## src/rtl/palette_lut_banked.sv

```systemverilog
// Double-buffered colour palette: 2-cycle pipelined index -> {r,g,b} lookup with a
// shadow bank swapped only at frame_start. Optional PALETTE_DIM_EN adds per-frame dimming.
module palette_lut_banked #(
    parameter int INDEX_W    = 4,
    parameter int COLOR_W    = 4,
    parameter int TRANSP_IDX = 0
) (
    input  logic                   Clk,
    input  logic                   Reset_n,
    input  logic                   pix_valid_in,
    input  logic [INDEX_W-1:0]     index,
    output logic                   pix_valid_out,
    output logic [COLOR_W-1:0]     red,
    output logic [COLOR_W-1:0]     green,
    output logic [COLOR_W-1:0]     blue,
    output logic                   transparent,
    input  logic                   wr_en,
    input  logic [INDEX_W-1:0]     wr_addr,
    input  logic [3*COLOR_W-1:0]   wr_data,
    input  logic                   swap_req,
    input  logic                   frame_start,
`ifdef PALETTE_DIM_EN
    input  logic [1:0]             dim_level,
`endif
    output logic                   swap_pending,
    output logic                   active_bank
);

    localparam int DEPTH = 1 << INDEX_W;
    localparam int ENTRY_W = 3 * COLOR_W;

    logic [ENTRY_W-1:0] r_mem [2][DEPTH];
    logic               r_active_bank;
    logic               r_swap_pending;
    logic               r_s1_valid;
    logic [INDEX_W-1:0] r_s1_index;
    logic               r_valid_out;
    logic [COLOR_W-1:0] r_red;
    logic [COLOR_W-1:0] r_green;
    logic [COLOR_W-1:0] r_blue;
    logic               r_transparent;

    logic               w_wr_bank;
    logic [ENTRY_W-1:0] w_entry;
    logic [1:0]         w_shift;
    logic [COLOR_W-1:0] w_red;
    logic [COLOR_W-1:0] w_green;
    logic [COLOR_W-1:0] w_blue;

    // Writes always go to whichever bank is not currently being displayed.
    assign w_wr_bank = ~r_active_bank;

    // NOTE: the palette is a flop array, so it can be reset like any register;
    // a RAM macro could not be cleared this way.
    always_ff @(posedge Clk or negedge Reset_n) begin
        if (!Reset_n) begin
            for (int b = 0; b < 2; b++) begin
                for (int e = 0; e < DEPTH; e++) begin
                    r_mem[b][e] <= '0;
                end
            end
        end else if (wr_en) begin
            r_mem[w_wr_bank][wr_addr] <= wr_data;
        end
    end

    // NOTE: sequential state uses non-blocking assignments so every flop samples
    // pre-edge values regardless of process ordering.
    always_ff @(posedge Clk or negedge Reset_n) begin
        if (!Reset_n) begin
            r_active_bank  <= 1'b0;
            r_swap_pending <= 1'b0;
        end else if (frame_start) begin
            if (r_swap_pending || swap_req) begin
                r_active_bank  <= ~r_active_bank;
                r_swap_pending <= 1'b0;
            end
        end else if (swap_req) begin
            r_swap_pending <= 1'b1;
        end
    end

`ifdef PALETTE_DIM_EN
    logic [1:0] r_dim_level;

    // Dimming is frame-synchronous, exactly like the bank swap.
    always_ff @(posedge Clk or negedge Reset_n) begin
        if (!Reset_n) begin
            r_dim_level <= 2'd0;
        end else if (frame_start) begin
            r_dim_level <= dim_level;
        end
    end

    assign w_shift = r_dim_level;
`else
    assign w_shift = 2'd0;
`endif

    // Stage-2 read uses the bank active in that very cycle, so a swap is seen
    // by the read in the cycle after frame_start.
    assign w_entry = r_mem[r_active_bank][r_s1_index];
    assign w_red   = w_entry[3*COLOR_W-1:2*COLOR_W] >> w_shift;
    assign w_green = w_entry[2*COLOR_W-1:COLOR_W]   >> w_shift;
    assign w_blue  = w_entry[COLOR_W-1:0]           >> w_shift;

    always_ff @(posedge Clk or negedge Reset_n) begin
        if (!Reset_n) begin
            r_s1_valid <= 1'b0;
            r_s1_index <= '0;
        end else begin
            r_s1_valid <= pix_valid_in;
            r_s1_index <= index;
        end
    end

    // Colour outputs only update on valid pixels and hold otherwise.
    always_ff @(posedge Clk or negedge Reset_n) begin
        if (!Reset_n) begin
            r_valid_out   <= 1'b0;
            r_red         <= '0;
            r_green       <= '0;
            r_blue        <= '0;
            r_transparent <= 1'b0;
        end else begin
            r_valid_out <= r_s1_valid;
            if (r_s1_valid) begin
                r_red         <= w_red;
                r_green       <= w_green;
                r_blue        <= w_blue;
                r_transparent <= (r_s1_index == INDEX_W'(TRANSP_IDX));
            end
        end
    end

    assign pix_valid_out = r_valid_out;
    assign red           = r_red;
    assign green         = r_green;
    assign blue          = r_blue;
    assign transparent   = r_transparent;
    assign swap_pending  = r_swap_pending;
    assign active_bank   = r_active_bank;

endmodule

```

## config.mk

```make
export PLATFORM = sky130hd
export DESIGN_NAME = palette_lut_banked
export DESIGN_NICKNAME = d
export VERILOG_FILES = /design/src/rtl/palette_lut_banked.sv
export SDC_FILE = /design/constraint.sdc
export NUM_CORES = 1
export LEC_CHECK = 0
export CORE_ASPECT_RATIO = 1.4
export CORE_MARGIN = 4
export CORE_UTILIZATION = 64
export CTS_BUF_LIST = sky130_fd_sc_hd__clkbuf_16
export CTS_CLUSTER_SIZE = 30
export DETAILED_ROUTE_END_ITERATION = 16
export GPL_TIMING_DRIVEN = 0
export PLACE_DENSITY = 0.8
export SKIP_CTS_REPAIR_TIMING = 1
export SLEW_MARGIN = 20
export SYNTH_ARGS = -nofsm -noshare
export SYNTH_HDL_FRONTEND = slang
export SYNTH_SLANG_ARGS = --single-unit
```

## constraint.sdc

```tcl
create_clock -name Clk -period 4.6 [get_ports Clk]
set_clock_uncertainty 0.2 [all_clocks]
set_input_delay 0.46 -clock Clk [delete_from_list [all_inputs] [get_ports Clk]]
set_output_delay 0.46 -clock Clk [all_outputs]
set_load 0.02 [all_outputs]
```

== Word level (Yosys, flattened, before mapping) ==
Cells that the tools add are included.

* Register bits: 405
* Input bits: 26
* Output and inout port bits: 16
* Word-level logic and storage cells: 74

* Magnitude comparators: 6
* Equality and inequality tests: 1
* Multiplexer cells: 14
* Bitwise operators: 5
* Reductions and logical operators: 7

{| class="wikitable"
|+ Operators with widths
! operator !! count
|-
| 2-to-1 mux 192 bit || 4
|-
| bitwise mux 384 bit || 1
|-
| demux 192 bit (select 1 bit) || 1
|-
| binary-select mux 12 bit (select 4 bit) || 1
|-
| demux 12 bit (select 4 bit) || 1
|-
| 2-to-1 mux 12 bit || 3
|-
| >= comparator 5 bit (second input constant) || 2
|-
| NOT 4 -> 5 bit || 2
|-
| < comparator 5 x 1 -> 1 bit (second input constant) || 1
|-
| >= comparator 2 bit (second input constant) || 2
|-
| zero test 4 bit || 1
|-
| NOT 1 -> 2 bit || 2
|-
| AND reduction 2 bit || 2
|-
| 2-to-1 mux 1 bit || 3
|-
| logical AND 1 bit || 2
|-
| < comparator 2 x 1 -> 1 bit (second input constant) || 1
|-
| inequality test 2 x 1 -> 1 bit (second input constant) || 1
|-
| nonzero test 2 bit || 1
|-
| logical OR 1 bit || 1
|-
| NOT 1 bit || 1
|}

== Longest topological paths before layout ==
Gate-level depths: netlist of the first run.

* Word-level depth: 8
* Gate-level depth with buffers: 8
* Mapped depth without buffers: 4

== Worst setup path before layout of the first run ==
Ideal clock, no wire load.

* Path type: reg2reg
* Start point: register r_active_bank, in the netlist active_bank
* End point: register r_mem[25] (netlist name)
* Setup time: 0.125 ns
* Arrival: 1.829 ns
* Data required time: 4.275 ns
* Setup slack: 2.446 ns
* Stages on the path, launching flop included: 7
* Path buffers: 2
* Period minus slack after synthesis: 2.154 ns
* Cell sequence: dfrtp_1 -> buf_6 -> nand2b_4 -> or2_4 -> nor3b_2 -> buf_2 -> mux2_2

* Cells in the longest elaborated chain, start to end: 7
* Elaborated cells on any way between the ends: 8
* Those cells by class: order compare (2); mux (3); bitwise (2); reduce/logical (1)

{| class="wikitable"
|+ RTL lines
! element !! RTL line !! text
|-
| start: declaration || 33 || <nowiki>logic r_active_bank;</nowiki>
|-
| start signal: assignment || 75 || <nowiki>r_active_bank <= ~r_active_bank;</nowiki>
|-
| NOT 1 bit (*) || 51 || <nowiki>assign w_wr_bank = ~r_active_bank;</nowiki>
|-
| NOT 1 -> 2 bit (not written as such) (*) || 63 || <nowiki>r_mem[w_wr_bank][wr_addr] <= wr_data;</nowiki>
|-
| >= comparator 2 bit (not written as such) or < comparator 2 x 1 -> 1 bit (tied branches) || 63 ||
|-
| logical AND 1 bit (not written as such) || 63 ||
|-
| 2-to-1 mux 192 bit (not written as such) || 63 ||
|-
| demux 192 bit (select 1 bit) (*) || 63 ||
|-
| bitwise mux 384 bit (*) || 63 ||
|-
| end signal: indexed assignment || 63 ||
|-
| end: declaration || 32 || <nowiki>logic [ENTRY_W-1:0] r_mem [2][DEPTH];</nowiki>
|}

Mark *: on every way between the ends. The rest lies on a longest branch, timed or not.
A chain may end at the register's enable or synchronous reset.

== Worst setup path in the final report of the first run ==
* Start point: register r_s1_index[1]
* End point: register r_green[2], in the netlist green[2]

* Cells in the longest elaborated chain, start to end: 4

{| class="wikitable"
|+ RTL lines
! element !! RTL line !! text
|-
| start: declaration || 36 || <nowiki>logic [INDEX_W-1:0] r_s1_index;</nowiki>
|-
| start signal: assignment || 113 || <nowiki>r_s1_index <= index;</nowiki>
|-
| NOT 4 -> 5 bit (not written as such) || 102 || <nowiki>assign w_entry = r_mem[r_active_bank][r_s1_index];</nowiki>
|-
| binary-select mux 12 bit (select 4 bit) || 102 ||
|-
| 2-to-1 mux 12 bit (not written as such) (2 in a row) || 102 ||
|-
| end signal: assignment || 129 || <nowiki>r_green <= w_green;</nowiki>
|-
| end: declaration || 39 || <nowiki>logic [COLOR_W-1:0] r_green;</nowiki>
|}

No other way between the ends. The select of a mux whose other input is x is not followed.

==> results of run 1 <==
[synthesized netlist by cell type (all sizes together)]
master / instances / area [sq um]
a21oi: 21 / 105
xnor2: 1 / 8.76
and2: 2 / 12.5
or3: 1 / 11.3
a222oi: 3 / 30.0
nand3: 5 / 25.0
inv: 1 / 3.75
nand4: 4 / 25.0
nor2b: 8 / 50.1
a21o: 1 / 7.51
mux4: 48 / 1080
o22ai: 12 / 75.1
or4: 2 / 22.5
nand2: 24 / 100
clkinv: 1 / 3.75
a22o: 6 / 52.6
a221o: 9 / 90.1
a22oi: 30 / 225
nor3b: 2 / 25.0
dfrtp: 405 / 10100
mux2: 405 / 4610
nor3: 5 / 25.0
nor2: 26 / 97.6
o41ai: 6 / 52.6
mux2i: 87 / 871
a41oi: 6 / 52.6
or2: 3 / 21.3
nand2b: 6 / 45.0
clkbuf: 43 / 161
o21ai: 10 / 50.1
nor4: 2 / 12.5
buf: 68 / 433
[per-layer routing]
metal  wire length [um]  share of wire, %
met5                  0                 0
met4               2300               5.0
met3               2380               5.1
met2              23400                50
met1              18300                39
[cells by family (layout without fill, tap and decap cells)]
kind of cell              count (synthesis)  in the layout  share of synthesized area, %
and+or+nand+nor                          90             90                          2.55
xor gates and xnor gates                  1              1                        0.0473
DFF                                     405            405                          54.7
AOI/OAI and AO/OA                       104            104                          4.00
buffers and inverters                   113            220                          3.25
muxes                                   540            540                          35.4
[worst max-delay path: stages (launching register included)]
cell and delay, ns:
sky130_fd_sc_hd__dfrtp_1 0.37, sky130_fd_sc_hd__buf_2 0.34, sky130_fd_sc_hd__buf_1 0.67, sky130_fd_sc_hd__mux4_2 0.41
sky130_fd_sc_hd__a22o_1 0.21, sky130_fd_sc_hd__o21ai_0 0.35, sky130_fd_sc_hd__a41oi_1 0.17
[final timing paths]
kind                                from            end  slack [ns]  cells past startpoint
max reg2reg                r_s1_index[1]       green[2]        1.73                      6
max                        r_s1_index[1]       green[2]        1.73                      6
min in group asynchronous        Reset_n       r_mem[0]        0.19                      2
min reg2reg                   r_mem[202]     r_mem[202]        0.30                      1
min                             index[1]  r_s1_index[1]        0.17                      1
max in group asynchronous        Reset_n     r_mem[238]        2.38                      5
[area by class of cell]
cell class / instances / area (sq um)
clock buffers: 41 / 1030
fillers: 1964 / 7850
plain buffers: 111 / 594
inverters: 2 / 7.51
multi-input cells: 735 / 7780
repair buffers: 45 / 526
flip-flops and latches: 405 / 10100
well taps: 375 / 469
clock inverters: 21 / 109
[sequential cells by signal, indices dropped and copies added (netlist names)]
signal and count:
r_mem 384, blue 4, green 4, r_s1_index 4, red 4, active_bank 1
pix_valid_out 1, r_s1_valid 1, swap_pending 1, transparent 1
[power by group]
part,switching (mW),internal (mW)
clock,1.32,1.65
sequential,0.779,5.05
combinational,1.51,2.17
==> results.md, run 1 <==
- Relative to the synthesized area, the layout overhead comes to 11.5%.
- The ratio of cells with drive above 1 in the final layout is 42.6%.
- The worst setup path is captured at a flip-flop.
- The starting utilization of the core area is 65.0%.
- The minimum period implied by the final worst setup slack is 2.87 ns.
- In this run the worst path has a maximum fanout of 10.
- Dividing the detail-routed wire length by the instance count gives 26.8 um.
- For the worst setup path, the data arrival time is 3.06 ns.
- The detailed-route via count is 11200.
- Counting every net in the synthesized netlist gives 1279.
- The clock transition at the registers of the reported paths is 0.06 ns.
- The remaining global-route overflow is 0.
- The horizontal die dimension is 152 um.
- Setup violations remaining at the end of the flow were counted as 0.
- In the global route stage, overall resource usage came out at 30.4%.
- The global routing usage on met3 is 5.12%.
- The share of the core filled with cells in the final layout is 72.4%.
- The tree is rooted in a sky130_fd_sc_hd__clkbuf_16.
- The min-delay analysis places its worst path in the category in -> reg.
- The final critical path takes up 62.4% of the cycle.
- The clock passes through at most 3 buffers.
- During placement, the flow inserted port buffers numbering 40.
- The I/O pin total is 42.
- The total power density per cell area is 605 nW/um^2.
- A synthesized cell averages 14.8 sq um.
- The CTS buffer count is 39.
- The sequential share of the synthesized area is 54.7%.
- The global routing's busiest layer is met2.
- In this run, placement finished with an instance count of 1672.
- For this design, the sink count on the clock tree is 405.
- Timing analysis after detailed placement gives a worst setup slack of 1.49 ns.
- The minimum setup slack in the final design is 1.73 ns.
- The average via count per standard cell is 6.48.
- The via count of the first global-routing pass was 12200.
- The clock tree from TritonCTS is built.
- Setup repair after global routing left no endpoint under its margin.
- For this block, the routed nets add up to 46.4 mm of wire.
- The detailed-placement wirelength estimate is 32.5 mm.
- In the final timing run, aggregate negative setup slack is 0 ns.
- In this run the remaining antenna-violating nets after routing total 0.
- For this run, the top clock speed supported by timing is 0.349 GHz.
- The design draws 12.5 mW.
- After floorplanning, the core was divided into 73 placement rows.
- The finished layout holds 1735 standard cells, fillers aside.
- The initial antenna violation count is 0.
- The remaining max-slew budget at the tightest pin is 45.0%.
- The final RePlAce weighted congestion is 0.860.
- The insertion delay to the later sink of the worst-skew pair is 0.54 ns.
- The flow ran to the end, and the final reports show no timing, DRC or antenna violations.
- The number of storage elements in the synthesis netlist is 405.
- The area of all placed cells without fillers is 20600 sq um.
- The cell area after placement is 19500 sq um.
- Max-cap violations in this run came to 0.
- The first-pass GRT wire length is 71.9 mm.
- The final max-slew violation count was 0.
- After detailed routing, the number of remaining DRC violations is 0.
- The leakage power figure is 9.44 nW.
- The number of standard cells after synthesis is 1253.
- Yosys printed 0 warnings.
- In this run the standard cell core region covers 28500 sq um.
- The detailed router's first-iteration violation count is 776.
- The H-tree depth reported by CTS is 2.
- In the layout the commonest cells are sky130_fd_sc_hd__dfrtp_1 (405), sky130_fd_sc_hd__mux2_2 (393), sky130_fd_sc_hd__mux2i_1 (87), sky130_fd_sc_hd__mux4_2 (48), sky130_fd_sc_hd__clkbuf_1 (43).
- The sort of element at the start of the critical path is a flip-flop.
- The pin count of the biggest net entering global routing is 104.
- The required time of the critical path is 4.79 ns.
- The die outline height is 209 um.
- Yosys mapped the design onto 40 distinct sky130hd cell types.
- IR analysis of the VDD net gives a maximum drop of 381 uV.
- The most frequent standard cell in the layout excluding fill and tap cells is sky130_fd_sc_hd__dfrtp_1.
- The repair_antennas step left the layout with diodes totalling 0.
- The number of hold violations in the final report came to 0.
- The first detailed-routing pass ran for 5 iterations.
- The count of nets after finishing is 1365.
- The tightest hold margin is 0.168 ns.
- In the global route stage, met2 resource usage came out at 50.6%.
- The critical setup path kind is reg -> reg.
- The floorplan step defined a die boundary enclosing 31800 sq um.
- The transition time of the tightest slew-check pin is 0.822 ns.
- The synthesized netlist occupies a cell area of 18500 sq um.
- The met1 track utilization from global routing is 39.6%.
Power figures use the tool's default switching activity.
==> run 2, diff against run 1 <==
--- a/config.mk
+++ b/config.mk
@@ -7,12 +7,12 @@
 export LEC_CHECK = 0
 export CORE_ASPECT_RATIO = 1.4
 export CORE_MARGIN = 4
-export CORE_UTILIZATION = 64
+export CORE_UTILIZATION = 62
 export CTS_BUF_LIST = sky130_fd_sc_hd__clkbuf_16
 export CTS_CLUSTER_SIZE = 30
 export DETAILED_ROUTE_END_ITERATION = 16
 export GPL_TIMING_DRIVEN = 0
-export PLACE_DENSITY = 0.8
+export PLACE_DENSITY = 0.78
 export SKIP_CTS_REPAIR_TIMING = 1
 export SLEW_MARGIN = 20
 export SYNTH_ARGS = -nofsm -noshare
==> constraint.sdc (replaced) <==
create_clock -name Clk -period 2.65 [get_ports Clk]
set_clock_uncertainty 0.2 [all_clocks]
set_input_delay 0.265 -clock Clk [delete_from_list [all_inputs] [get_ports Clk]]
set_output_delay 0.265 -clock Clk [all_outputs]
set_load 0.02 [all_outputs]
==> run 2 against run 1 <==
Net effect: utilization fell by 1.8 points; via count is 0.25% lower; hold slack worse by 0.095 ns; register-to-register slack worse by 1.6 ns; clock power increased by 73%; non-clock buffer count rose by 5; final area is 0.39% higher; combinational power increased by 73%; sequential cell count did not move; setup slack lost 1.6 ns; fmax is 12% higher; routed wire length shrank 0.23%.
==> results.md, run 2 (synthesis gave the netlist of run 1 again) <==
- For this configuration, the core starts out at a cell density of 63.1%.
- The detailed-placement wirelength estimate is 32.4 mm.
- The logic gate share of total power is 29.6%.
- After detailed routing, the number of remaining DRC violations is 0.
- The clock reaches the later pin of the worst-skew pair after 0.54 ns.
- Setup repair after global routing left no endpoint under its margin.
- The remaining max-slew budget at the tightest pin is 46.3%.
- The run finished with clean final reports.
- The number of search-and-repair iterations in the first detailed-routing pass is 7.
- The total inserted antenna cells is 0.
- The pin count of the biggest net entering global routing is 95.
- The initial antenna violation count is 0.
- The clock root buffer is sky130_fd_sc_hd__clkbuf_16.
- Power spread over the standard cell area amounts to 1040 nW/um^2.
- The critical path data arrival time is 2.75 ns.
- In this run the worst path has a maximum fanout of 10.
- The count of buffers from port buffering is 40.
- Clock tree synthesis inserted a total of 39 buffers.
- Counting instances, the worst hold path has a depth of 3.
- Global routing consumed, over all layers together, 28.8% of the routing resources.
- The layout filler cell count is 1951.
- The critical path is of the reg -> reg type.
- For the finished layout, the period the worst path requires is 2.55 ns.
- In the final layout, the share of cells above drive strength 1 is 43.0%.
- The clock drives 405 sinks.
- Setup violations remaining at the end of the flow were counted as 0.
- The min-delay analysis places its worst path in the category in -> reg.
- The via count of the first global-routing pass is 11900.
- The leakage power figure is 9.47 nW.
- TritonCTS built the clock tree.
- The I/O pin total is 42.
- In the layout the commonest cells are sky130_fd_sc_hd__dfrtp_1 (405), sky130_fd_sc_hd__mux2_2 (393), sky130_fd_sc_hd__mux2i_1 (87), sky130_fd_sc_hd__mux4_2 (48), sky130_fd_sc_hd__clkbuf_1 (43).
- The remaining global-route overflow is 0.
- The highest achievable clock rate is 0.392 GHz.
- The number of standard-cell rows in the floorplan is 74.
- At the pin with the least slew margin, the transition time is 0.803 ns.
- The first-pass GRT wire length is 71.5 mm.
- Sequential cells account for 46.7% of the total power.
- The H-tree was split into 2 levels.
- The die is 154 um wide.
- The cell internal power dissipation is 15.4 mW.
- The relative contribution of the clock network to total power is 23.8%.
- STA puts the critical path data required time at 2.84 ns.
- The number of hold violations in the final report was 0.
- The die covers 32700 sq um.
- The average via count per standard cell is 6.42.
- Prior to clock tree synthesis, the placed netlist has a worst setup slack of -0.276 ns.
- The die outline height is 212 um.
- In this run the deepest clock path goes through 3 buffers.
- The depth of the most critical reg-to-reg path is 6.
- The final RePlAce weighted congestion is 0.894.
- The detail route stage leaves a number of antenna-violating nets equal to 0.
- The detailed-route via count is 11200.
- VDD sags by at most 699 uV.
- The final max-slew violation count came to 0.
- The first routing iteration left 864 violations.
- Cells fill 70.6% of the core in the end.
- After detailed routing, the total wire length is 46.3 mm.
- The sort of element at the start of the critical path is a flip-flop.
- The worst path meets setup with 0.0968 ns of slack.
- Leaving out fill and tap cells, the most frequent cell in the layout is sky130_fd_sc_hd__dfrtp_1.
- The switching share of total power is 28.7%.
- Of the available clock period, the critical path in the final layout requires 96.3%.
- After detailed routing, the average wire length per cell comes to 26.5 um.
- Max-cap violations in this run came to 0.
- The register with the most flip-flops in the final layout is r_mem.
- For this design the total switching power over the nets is 6.21 mW.
- The number of flip-flops under the largest register name is 384.
- The count of nets after finishing is 1370.
- The clock transition at the registers of the reported paths is 0.06 ns.
- The area growth from synthesis to layout is 11.9%.
- The area of the core is 29400 sq um.
- The endpoint kind of the worst setup timing path is a flip-flop.
-- run 2: changes by cell type in the layout (fill, tap and decap cells not counted), moves of 2 or more --
cell and delta:
sky130_fd_sc_hd__dlygate4sd3_1 +5, sky130_fd_sc_hd__nor2_1 -2, sky130_fd_sc_hd__clkinv_2 +3, sky130_fd_sc_hd__nor2_2 +2, sky130_fd_sc_hd__inv_1 -3
-- run 2: worst paths after layout --
kind                              from            end  slack [ns]
setup reg to reg           active_bank         red[0]         0.1
max in group asynchronous      Reset_n     r_mem[316]        0.81
hold / removal                   wr_en     r_mem[348]        0.07
hold reg to reg             r_s1_valid  pix_valid_out        0.29
setup / recovery           active_bank         red[0]         0.1
min in group asynchronous      Reset_n      r_mem[35]        0.13
-- run 2: area by class of cell --
class	count	area [sq um]	area share (%)
inverter	2	7.51	0.0362
tap	380	475	2.29
sequential	405	10100	48.9
clock buffer	41	1030	4.95
timing repair buffer	50	576	2.78
clock inverter	22	116	0.561
buffer	111	598	2.89
multi-input combinational	735	7790	37.6
-- run 2: critical path, stage by stage (launching register included) --
cell                      delay [ns]
sky130_fd_sc_hd__dfrtp_1        0.39
sky130_fd_sc_hd__buf_6          0.19
sky130_fd_sc_hd__buf_6          0.23
sky130_fd_sc_hd__mux4_2         0.56
sky130_fd_sc_hd__a22o_1         0.25
sky130_fd_sc_hd__o21ai_0        0.41
sky130_fd_sc_hd__a41oi_1        0.18
-- run 2: power by group through the flow --
| stage | logic, mW | clock network [mW] | registers (mW) |
|---|---|---|---|
| floorplan | 4.86 | 0 | 9.76 |
| global placement | 6.15 | 0 | 10.0 |
| detailed placement | 6.35 | 0 | 10.1 |
| CTS | 6.40 | 5.22 | 10.0 |
| global route | 6.88 | 5.48 | 10.3 |
| finish | 6.39 | 5.14 | 10.1 |
-- run 2: layer usage --
metal  wire length (um)  track usage, %  up-vias  share of wire, %
li1                   -               -     4787                 -
met1              19000            38.1     5984                41
met2              23300            49.1      328                50
met3               2230            4.13      114               4.8
met4               1770            10.8        0               3.8
met5                  0               0        -                 0
-- run 2: metrics by stage --
step / cell area, sq um / std cells / hold WS [ns] / power (mW) / TNS, ns
4_1_cts: 20600 / 1740 / -0.450 / 21.7 / -0.156
6_report: 20700 / 1746 / 0.0729 / 21.6 / 0
5_1_grt: 20700 / 1746 / 0.0888 / 22.7 / 0
2_1_floorplan: 18500 / 1253 / -0.231 / 14.6 / 0
3_3_place_gp: 19400 / 1673 / 0.281 / 16.2 / -6568.25
3_5_place_dp: 19500 / 1677 / 0.109 / 16.5 / -15.01
==> run 3, diff against run 2 <==
--- a/config.mk
+++ b/config.mk
@@ -5,16 +5,17 @@
 export SDC_FILE = /design/constraint.sdc
 export NUM_CORES = 1
 export LEC_CHECK = 0
+export CAP_MARGIN = 20
 export CORE_ASPECT_RATIO = 1.4
 export CORE_MARGIN = 4
 export CORE_UTILIZATION = 62
 export CTS_BUF_LIST = sky130_fd_sc_hd__clkbuf_16
-export CTS_CLUSTER_SIZE = 30
+export CTS_CLUSTER_SIZE = 14
 export DETAILED_ROUTE_END_ITERATION = 16
 export GPL_TIMING_DRIVEN = 0
 export PLACE_DENSITY = 0.78
 export SKIP_CTS_REPAIR_TIMING = 1
-export SLEW_MARGIN = 20
+export SLEW_MARGIN = 10
 export SYNTH_ARGS = -nofsm -noshare
 export SYNTH_HDL_FRONTEND = slang
 export SYNTH_SLANG_ARGS = --single-unit
==> run 3 against run 2 <==
Net effect: first-iteration DRC count rose by 0.69%; highest routed layer unchanged; largest cell class unchanged; clock-buffer cell count did not move; setup slack got worse by 0.0077 ns.
==> results.md, run 3 (synthesis gave the netlist of run 1 again) <==
- The final standard cell count with taps included and fillers excluded is 1753.
- The floorplan has 74 rows.
- The horizontal die dimension is 154 um.
- The count of nets after finishing is 1369.
- The remaining max-slew budget at the tightest pin is 46.7%.
- The cell sitting at the root of the clock tree is a sky130_fd_sc_hd__clkbuf_16.
- The stage delay of the slowest cell on the critical path is 0.48 ns.
- The number of flip-flops under the largest register name is 384.
- Global routing finished with a remaining overflow of 0.
- The via count of the first global-routing pass is 11800.
- The antenna violation net count after detailed routing is 0.
- The post-route netlist has 42.8% of its cells at a drive strength greater than 1.
- The highest achievable clock rate is 0.390 GHz.
- The final RePlAce weighted congestion is 0.894.
- The largest buffer count on any clock path is 3.
- The initial antenna violation count is 0.
- The library cells used most frequently in the layout, excluding fill and tap cells, are sky130_fd_sc_hd__dfrtp_1 (405), sky130_fd_sc_hd__mux2_2 (393), sky130_fd_sc_hd__mux2i_1 (87), sky130_fd_sc_hd__mux4_2 (48), sky130_fd_sc_hd__clkbuf_1 (43).
- The region available for standard cell placement spans 29400 sq um.
- The routed wire length per instance is 26.4 um.
- The final critical path takes up 96.6% of the cycle.
- Once routing completed, OpenROAD measured the worst setup slack at 0.0890 ns.
- The required time of the critical path is 2.87 ns.
- STA classifies the critical path startpoint as a flip-flop.
- For the worst-skew pair, the clock arrives at the later sink with an insertion delay of 0.53 ns.
- The detailed-route via count is 11100.
- For this configuration, the core starts out at a cell density of 63.1%.
- The library cell used most frequently in the layout, excluding fill and tap cells, is sky130_fd_sc_hd__dfrtp_1.
- The detailed-placement wirelength estimate is 32.2 mm.
- Dividing total power by cell area gives a power density of 1050 nW/um^2.
- In this design, the largest share of critical-path delay is due to buffers and inverters.
- Setup repair after global routing left no endpoint under its margin.
- The power after layout is 21.9 mW.
- The critical path buffer and inverter count is 3.
- For this run, design rule violations remaining after detail routing come to 0.
- The analysis attributes to cell leakage a power of 9.49 nW.
- In this run the worst hold path is classified as in -> reg.
- The final max-slew violation count is 0.
- At the placement stage, the worst setup path has a slack of -0.262 ns.
- The cell area after placement is 19500 sq um.
- After filler insertion, the fill cell instance count of the layout stands at 1963.
- The I/O pin total is 42.
- The CTS buffer count is 39.
- The first global-routing pass estimated 71.4 mm of wire.
- By startpoint and endpoint, the worst setup path is classified as reg -> reg.
- Summing all multi-input logic gate instances after layout gives 7780 sq um.
- The most prevalent standard cell on the critical path is sky130_fd_sc_hd__buf_4.
- The area of the die is 32700 sq um.
- The final layout contains routed wiring with a total length of 46.3 mm.
- The sequential cell area is 10100 sq um.
- The number of hold violations in the final report came to 0.
- The routed design could run at a clock period as short as 2.56 ns.
- The clock net in this run drives a total of 405 sinks.
- The die is 212 um tall.
- Counting flops per register, the top entry is r_mem.
- The flow ran to the end, and the final reports show no timing, DRC or antenna violations.
- The instance count after placement with tap cells included is 1676.
- The setup-violating endpoint count in the final report is 0.
- From synthesis to final layout, the design area changed by 12.2%.
- The endpoint kind of the worst setup timing path is a flip-flop.
- The number of maximum-capacitance constraint violations is 0.
- The signal on the critical path passes through buf_6 > buf_4 > nand4_1 > nor3_1 > buf_4 > mux2_2.
- In this run the tool buffered the top-level ports with 40 buffer cells.
- The transition time of the tightest slew-check pin is 0.797 ns.
- The clock tree from TritonCTS is built.
- Once layout is done, the placed cells without fillers occupy 20800 sq um.
- The cell type of the slowest stage on the worst timing path is sky130_fd_sc_hd__nor3_1.
- Clock-pin slew was measured on the worst setup and hold paths at 0.06 ns.
- At the worst endpoint, the arrival time is 2.78 ns.
- Across the VDD grid, the largest voltage drop is 799 uV.
- After the first detailed-routing iteration, the DRC count stood at 870.
- The average via count per standard cell is 6.34.
- Of all nets on the critical path, the largest fanout is 10.
- 0 antenna diodes ended up in the layout.
- The H-tree depth reported by CTS is 2.
- Across every metal layer, demand over resource in global routing totals 28.8%.
- Hold timing on the final database bottoms out at a slack of 0.0906 ns.
- The pre-antenna-repair detailed-routing pass consisted of 5 iterations.
- Entering global routing, the biggest net connects 117 pins.
==> run 3: layer usage <==
| layer | share of wire, % | up-vias | GRT usage [%] |
|---|---|---|---|
| li1 | - | 4786 | - |
| met1 | 41 | 5923 | 38.5 |
| met2 | 50 | 305 | 48.4 |
| met3 | 4.9 | 97 | 4.42 |
| met4 | 3.7 | 0 | 10.8 |
| met5 | 0 | - | 0 |
==> run 3: final timing paths <==
kind / from / to / slack [ns] / cells after the start
max in group asynchronous: Reset_n / r_mem[364] / 0.69 / 4
hold reg to reg: r_s1_valid / pix_valid_out / 0.30 / 0
setup / recovery: active_bank / r_mem[346] / 0.09 / 6
setup reg to reg: active_bank / r_mem[346] / 0.09 / 6
hold / removal: frame_start / swap_pending / 0.09 / 2
min in group asynchronous: Reset_n / r_mem[7] / 0.13 / 2
==> run 3: area by class of cell <==
cell class | count | share of cell area (%)
inverters | 2 | 0.0361
plain buffers | 111 | 2.87
flip-flops and latches | 405 | 48.8
well taps | 380 | 2.29
clock inverters | 30 | 0.988
clock buffers | 41 | 4.94
multi-input cells | 735 | 37.5
repair buffers | 49 | 2.64
==> run 3: metrics by stage <==
step | util (%) | TNS, ns
after global routing | 70.8 | 0
final | 70.8 | 0
after floorplan | - | 0
after CTS | 70.6 | -0.197
after detailed placement | 66.4 | -14.37
after global placement | 66.1 | -6568.25
==> run 3: power breakdown <==
part / switching [mW] / internal [mW]
Combinational: 2.60 / 3.78
Sequential: 1.33 / 8.76
Clock: 2.33 / 3.09
